**src/rtl/cmp_arbiter.sv**
```systemverilog
// Round-robin arbiter that shares one 33-bit subtract/compare datapath among NUM_REQ requesters.
// Each granted request produces a tagged, zero-extended flag in a one-entry response buffer.
module cmp_arbiter #(
   parameter int NUM_REQ = 4,
   parameter int ID_W    = $clog2(NUM_REQ)
) (
   input  logic                   clk_i,
   input  logic                   rst_i,
   input  logic [NUM_REQ-1:0]     req_valid_i,
   output logic [NUM_REQ-1:0]     req_ready_o,
   input  logic [NUM_REQ*32-1:0]  req_a_i,
   input  logic [NUM_REQ*32-1:0]  req_b_i,
   input  logic [NUM_REQ*2-1:0]   req_op_i,
   output logic                   rsp_valid_o,
   input  logic                   rsp_ready_i,
   output logic [ID_W-1:0]        rsp_id_o,
   output logic [31:0]            rsp_result_o
);

   logic [31:0]     a_lane  [NUM_REQ];
   logic [31:0]     b_lane  [NUM_REQ];
   logic [1:0]      op_lane [NUM_REQ];

   logic [ID_W-1:0] ptr_reg;
   logic            rsp_valid_reg;
   logic [ID_W-1:0] rsp_id_reg;
   logic [31:0]     rsp_result_reg;

   logic            avail;
   logic            grant_any;
   logic [ID_W-1:0] grant_id;
   logic [NUM_REQ-1:0] grant;

   logic [31:0]     sel_a;
   logic [31:0]     sel_b;
   logic [1:0]      sel_op;
   logic [32:0]     diff;
   logic            borrow;
   logic            is_eq;
   logic            flag;

   genvar gi;
   generate
      for (gi = 0; gi < NUM_REQ; gi++) begin : g_lane
         assign a_lane[gi]  = req_a_i[gi*32 +: 32];
         assign b_lane[gi]  = req_b_i[gi*32 +: 32];
         assign op_lane[gi] = req_op_i[gi*2 +: 2];
      end
   endgenerate

   assign avail = !rsp_valid_reg || rsp_ready_i;

   // Search starts at ptr and wraps modulo NUM_REQ, so non-power-of-2 sizes work.
   always_comb begin
      int idx;
      grant     = '0;
      grant_any = 1'b0;
      grant_id  = '0;
      idx       = 0;
      if (avail && !rst_i) begin
         for (int i = 0; i < NUM_REQ; i++) begin
            idx = int'(ptr_reg) + i;
            if (idx >= NUM_REQ) idx = idx - NUM_REQ;
            if (!grant_any && req_valid_i[ID_W'(idx)]) begin
               grant_any           = 1'b1;
               grant_id            = ID_W'(idx);
               grant[ID_W'(idx)]   = 1'b1;
            end
         end
      end
   end

   assign req_ready_o = grant;

   assign sel_a  = a_lane[grant_id];
   assign sel_b  = b_lane[grant_id];
   assign sel_op = op_lane[grant_id];
   assign diff   = {1'b0, sel_a} - {1'b0, sel_b};
   assign borrow = diff[32];
   assign is_eq  = (diff[31:0] == 32'd0);

   always_comb begin
      flag = 1'b0;
      case (sel_op)
         2'b00:   flag = (sel_a[31] ^ sel_b[31]) ? sel_a[31] : borrow;
         2'b01:   flag = borrow;
         2'b10:   flag = is_eq;
         default: flag = !is_eq;
      endcase
   end

   always_ff @(posedge clk_i) begin
      if (rst_i) begin
         rsp_valid_reg  <= 1'b0;
         rsp_id_reg     <= '0;
         rsp_result_reg <= '0;
         ptr_reg        <= '0;
      end else if (grant_any) begin
         rsp_valid_reg  <= 1'b1;
         rsp_id_reg     <= grant_id;
         rsp_result_reg <= {31'b0, flag};
         ptr_reg        <= (grant_id == ID_W'(NUM_REQ - 1)) ? '0 : grant_id + ID_W'(1);
      end else if (rsp_ready_i) begin
         rsp_valid_reg  <= 1'b0;
      end
   end

   assign rsp_valid_o  = rsp_valid_reg;
   assign rsp_id_o     = rsp_id_reg;
   assign rsp_result_o = rsp_result_reg;

endmodule

```
**config.mk**
```make
export PLATFORM = sky130hd
export DESIGN_NAME = cmp_arbiter
export DESIGN_NICKNAME = d
export VERILOG_FILES = /design/src/rtl/cmp_arbiter.sv
export SDC_FILE = /design/constraint.sdc
export NUM_CORES = 1
export LEC_CHECK = 0
export ABC_AREA = 1
export CAP_MARGIN = 20
export CELL_PAD_IN_SITES_DETAIL_PLACEMENT = 0
export CELL_PAD_IN_SITES_GLOBAL_PLACEMENT = 1
export CORE_MARGIN = 8
export CORE_UTILIZATION = 23
export CTS_CLUSTER_DIAMETER = 80
export DETAILED_ROUTE_END_ITERATION = 8
export PLACE_DENSITY_LB_ADDON = 0.3
export SETUP_SLACK_MARGIN = 0.3
export SLEW_MARGIN = 30
export SYNTH_ARGS = -nofsm -noshare
export SYNTH_HDL_FRONTEND = slang
export SYNTH_SLANG_ARGS = --single-unit
export TNS_END_PERCENT = 30
```
**constraint.sdc**
```tcl
create_clock -name clk_i -period 4.45 [get_ports clk_i]
set_input_delay 1.335 -clock clk_i [delete_from_list [all_inputs] [get_ports clk_i]]
set_output_delay 1.335 -clock clk_i [all_outputs]
set_load 0.05 [all_outputs]
```
* Word-level counts from Yosys, hierarchy flattened
Cells that the tools add are included.
** Operators by class
- Reduce and logical (&&, ||, !) cells :: 18
- Order comparisons :: 13
- Eq/ne operators :: 3
- Mux-type cells :: 63
- Add/sub/neg operators :: 9
- Bitwise gates (word level) :: 5
** Operator list (count)
- binary-select mux 32 bit (select 2 bit) :: 2
- two-way mux 32 bit :: 4
- subtractor 32 x 32 -> 33 bit :: 1
- zero test 32 bit :: 1
- two-way mux 2 bit :: 16
- two-way mux 4 bit :: 8
- two-way mux 1 bit :: 23
- less-than comparator 2 x 4 -> 1 bit (second input constant) :: 4
- greater-or-equal comparator 3 bit (second input constant) :: 4
- bitwise OR 4 bit :: 3
- binary-select mux 1 bit (select 2 bit) :: 4
- demux 1 bit (select 2 bit) :: 4
- greater-or-equal comparator 2 x 1 -> 1 bit (second input constant) :: 4
- logical AND 1 bit :: 8
- subtractor 2 x 1 -> 2 bit (second input constant) :: 4
- adder 2 x 2 -> 3 bit (second input constant) :: 2
- zero test 1 bit :: 6
- binary-select mux 2 bit (select 2 bit) :: 1
- equality test 2 bit (second input constant) :: 2
- adder 2 x 1 -> 3 bit (second input constant) :: 1
- greater-or-equal comparator 2 x 3 -> 1 bit (second input constant) :: 1
- NOT 2 -> 3 bit :: 1
- one-hot mux 1 bit (3 select lines) :: 1
- adder 2 x 1 -> 2 bit (second input constant) :: 1
- other kinds (5) :: 5
** Word-level totals
- Output and inout bits :: 39
- Register bits after elaboration :: 6
- Bits of input ports :: 271
- Word-level logic and storage cells :: 115

* Depth between registers and ports, before layout
- Depth in word-level cells :: 29
- Gate-level depth with buffers :: 39
- Gate-level depth less buffers :: 36

* Worst setup path before layout
No wires, ideal clock.
- Kind :: in2reg
- Start point :: input req_valid_i[1]
- End point :: register rsp_result_reg[0] (netlist: rsp_result_o[0])
- Required time :: 4.384 ns
- Buffers on the path :: 2
- Slack :: -0.101 ns
- Stages :: 33
- Arrival :: 4.485 ns
- Setup time :: 0.066 ns
- Path through :: inv_1 -> nand2_1 -> nand2_1 -> nand2_1 -> nand2_1 -> o21ai_1 -> nand2_1 -> nand2_4 -> nand2_8 -> inv_4 -> buf_6 -> buf_4 -> nor2_1 -> o32a_1 -> ha_1 -> or2_2 -> nand3_1 -> nand2_1 -> nand2_1 -> nand2_1 -> nand2_1 -> nand2_1 -> nand2_1 -> nand2_1 -> nor2_1 -> nand2_1 -> nor2_1 -> nand3_1 -> nand2_1 -> nand2_1 -> nand2_1 -> nand2_1 -> a21oi_2
** On the way
- Longest elaborated chain between the ends :: 25
- Elaborated cells on any way between the ends :: 50
- Those cells by class :: add/sub: 1; eq/ne: 2; mux: 36; bitwise: 2; reduce/logical: 9
** Ends and longest elaborated chain
- start: declaration :: line 9 : input logic [NUM_REQ-1:0] req_valid_i,
- binary-select mux 1 bit (select 2 bit) :: line 64 : if (!grant_any && req_valid_i[ID_W'(idx)]) begin
- two-way mux 1 bit (not written as such) (2 in a row) :: line 64
- two-way mux 1 bit :: line 64
- two-way mux 1 bit :: line 60 : if (avail && !rst_i) begin
- zero test 1 bit :: line 64
- logical AND 1 bit :: line 64
- two-way mux 1 bit :: line 64
- two-way mux 1 bit :: line 60
- [... 7 more ...]
- two-way mux 2 bit :: line 60
- NOT 2 -> 3 bit (not written as such) :: line 75, 76, 77
- binary-select mux 32 bit (select 2 bit) (on tied branches) :: line 75, 76
- two-way mux 32 bit (on tied branches) (2 in a row) :: line 75, 76
- subtractor 32 x 32 -> 33 bit :: line 78 : assign diff = {1'b0, sel_a} - {1'b0, sel_b};
- zero test 32 bit :: line 80 : assign is_eq = (diff[31:0] == 32'd0);
- zero test 1 bit :: line 88 : default: flag = !is_eq;
- one-hot mux 1 bit (3 select lines) :: line 84 : case (sel_op)
- end signal: assignment :: line 101 : rsp_result_reg <= {31'b0, flag};
- end: declaration :: line 27 : logic [31:0] rsp_result_reg;
Several ways; a longest one is shown, not always the timed one. The select of a mux whose other input is x is not followed.
A chain may end at the register's enable or synchronous reset.

* Worst setup path after layout
- Start point :: input req_valid_i[2]
- End point :: register rsp_result_reg[0] (netlist: rsp_result_o[0])
The elaborated chain is that of the path after synthesis.

==> flow_summary_export.csv <==
group,metric,value,unit
flow_run,max_cap_viol_count,0,
yosys,synth_xor_area_share,0.600,%
clock_tree,clockBufferDepth,2,
grt,grt_overflow,0,
yosys,synth_area_leader_cell,"nand2_1",
critical_path,startpoint,"req_valid_i[2]",
placed_design,hpwl,26.4,mm
placed_design,gp_congestion,0.875,
yosys,synth_commonest_cells,"333 x nand2_1, 225 x nor2_1, 173 x inv_1",
critical_path,worstSetupPathType,"in2reg",
die,rows,58,
layout,nets,1889,
sta,setup-violations-final,1,
critical_path,cp_top_family,"simple AND/OR/NAND/NOR gates",
critical_path,worstSetupEndpointType,"flip-flop",
critical_path,rrSetupSlack,0.01,ns
power_and_ir_drop,cellPowerDensity,509,mW/mm^2
yosys,yosysMostFrequentCell,"nand2_1",
layout,nFillCells,2641,
critical_path,critical_path.max_fanout,8,
grt,grt_pass1_vias,8589,
clock_tree,root_buffer,"clkbuf_16",
critical_path,crit_buf_inv,5,
route,ant_nets,0,
die,start_util,23.3,%
yosys,yosysUniqueCellTypes,42,
power_and_ir_drop,cellLeakagePower,5.53,nW
critical_path,cp_slowest_stage_delay,0.28,ns
sta,hold_violations,0,
route,num_vias,8822,
hold_path,hp-start,"rsp_id_o[0]",
clock_tree,cts_max_level,1,
critical_path,cp.depth,29,
placed_design,port_buffers,278,
hold_path,hold_path.class,"reg2reg",
die,pin_count,310,
yosys,postSynthCellCount,1163,
die,core-area,0.0250,sq mm
grt,grt_antenna_before_repair,0,
yosys,synth_mux_area_share,0,%
die,dieArea,0.0307,sq mm
layout,design_area,0.0115,sq mm
route,vias_per_cell,4.63,
yosys,synth_compound_area_share,20.6,%
sta,clock_skew,0.000941,ns
grt,grt_pass1_wl,48.6,mm
yosys,synthAdderAreaFrac,8.79,%
sta,rsz0062_at_grt,"yes",
yosys,synth_area_per_cell,5.02,sq um
yosys,yosys.area_share.simple,47.1,%
sta,hold_ws,0.466,ns
sta,slew_headroom,63.5,%
yosys,synthArstFlopShare,0,%
layout,layout-drive-gt1-share,25.6,%
critical_path,slowest_stage,"bufbuf_16",
yosys,synth_top_family_by_area,"simple AND/OR/NAND/NOR gates",
yosys,synth_top_area_share,21.4,%
power_and_ir_drop,irDropWorstVdd,0.174,mV
run_status,status,"complete, but fails checks",
yosys,synth_area_leaders,"nand2_1 21%, nor2_1 14%, inv_1 11%",
yosys,ys_seq_area_share,2.06,%
grt,gr-usage-all-layers,19.8,%
critical_path,endpoint,"rsp_result_o[0]",
clock_tree,cts_tree,"built",
clock_tree,cts.sinks,6,
placed_design,preCtsSetupSlack,-1.23,ns
sta,fin_setup_tns,-0.435,ns
sta,layout_setup_ws,-0.435,ns
layout,diodes,0,
run_status,violations,"setup timing",
critical_path,arrival,5.05,ns
sta,slew_viol_final,0,
grt,grt_max_degree,41,
clock_tree,numCtsBuffers,3,
route,drt_iter0_markers,436,
placed_design,placed_cell_area,0.0103,sq mm
critical_path,r2r_end,"rsp_result_o[0]",
clock_tree,clkLatencyLatePin,0.23,ns
clock_tree,ctsHoldBuffers,0,
yosys,syn_area,0.00584,sq mm
yosys,ys_seq_elements,6,
sta,worst_pin_slew,0.546,ns
die,die_y,175,um
route,routed_wl,32.6,mm
route,drc,0,
layout,area_growth,97.3,%
sta,period_share,110,%
sta,period_minus_slack,4.89,ns
power_and_ir_drop,power,5.86,mW
clock_tree,path_clk_slew,0.03,ns
sta,clock.fmax,205,MHz
yosys,synth_edf_count,0,
route,wire_per_inst,17.1,um
yosys,ys.warnings.count,0,
critical_path,cp-start-kind,"primary input",
die,die_w,175,um
yosys,synth_flop_cell,"dfxtp_1",
critical_path,rr_startpoint,"ptr_reg[1]",
critical_path,rr_worst_depth,30,
critical_path,cpMostUsedCell,"nand2_1",
route,drt_pass1_iterations,5,
critical_path,required,4.62,ns
[layout by cell type, fill, tap and decap left out, types with 4 or more instances in the layout]
master / count
buf_4: 139
o21ai_2: 4
dfxtp_1: 6
bufbuf_16: 5
nor3_2: 4
ha_4: 25
nor2_1: 195
o21ai_1: 29
nand4_1: 10
buf_12: 11
o22ai_1: 12
o22ai_2: 19
nand3_1: 44
conb_1: 31
ha_1: 16
o32a_1: 32
nor2_2: 17
inv_2: 12
nand2_4: 18
buf_16: 9
buf_6: 13
nand2_1: 264
a21oi_1: 11
clkdlybuf4s50_1: 268
nand3_2: 12
o21ai_0: 68
buf_2: 4
nand2_2: 63
a21oi_2: 11
nand3b_1: 5
inv_1: 164
nor2_4: 14
[through the flow]
step,std cells,util (%)
6_report,1905,46.0
5_1_grt,1905,46.0
4_1_cts,1895,45.0
3_5_place_dp,1856,41.2
3_3_place_gp,1856,41.2
2_1_floorplan,1193,-
[metal layers]
layer / wire length, um / up-vias / track usage [%]
met5: 0 / - / 0
met2: 15800 / 239 / 34.7
met1: 14300 / 4064 / 26.1
li1: - / 4485 / -
met4: 462 / 0 / 2.93
met3: 1960 / 34 / 2.47
[tightest hold or removal path: stages, from the launching register on]
cell,delay [ns]
dfxtp_1,0.30
nand2_1,0.06
a21oi_1,0.05
[report_power, final]
| part | switching (mW) | internal [mW] |
|---|---|---|
| sequential | 0.00519 | 0.0629 |
| combinational | 3.08 | 2.56 |
| clock | 0.0314 | 0.115 |
| total | 3.12 | 2.74 |
[worst min path at each step]
stage,slack [ns],cells after the start,to
after global routing,0.47,2,rsp_id_o[0]
after global placement,0.46,2,rsp_id_o[1]
final,0.47,2,rsp_id_o[0]
after floorplan,0.59,2,ptr_reg[0]
after detailed placement,0.46,2,rsp_id_o[0]
after CTS,0.46,2,rsp_id_o[0]
[cell families after synthesis]
kind of cell             Yosys count
AO/OA/AOI/OAI                    197
flip-flops                         6
buffers and inverters            253
adder cells (fa/ha/maj)           41
AND/OR/NAND/NOR                  661
other                              1
XOR/XNOR                           4
[repair_timing]
item,4_1_cts,5_1_grt
resized for setup,142,69
buffers inserted,25,10
pin swaps,85,64
endpoints found under the setup margin,5,5
gates cloned,11,0
[layout make-up]
| cell class | count | area [sq um] | area share, % |
|---|---|---|---|
| Inverter | 180 | 703 | 6.11 |
| Timing Repair inverter | 1 | 6.26 | 0.0543 |
| Multi-Input combinational cell | 934 | 5660 | 49.1 |
| Sequential cell | 6 | 120 | 1.04 |
| Tap cell | 330 | 413 | 3.59 |
| Timing Repair Buffer | 451 | 4540 | 39.4 |
| Clock buffer | 3 | 75.1 | 0.652 |
(Power assumes the default switching activity.)
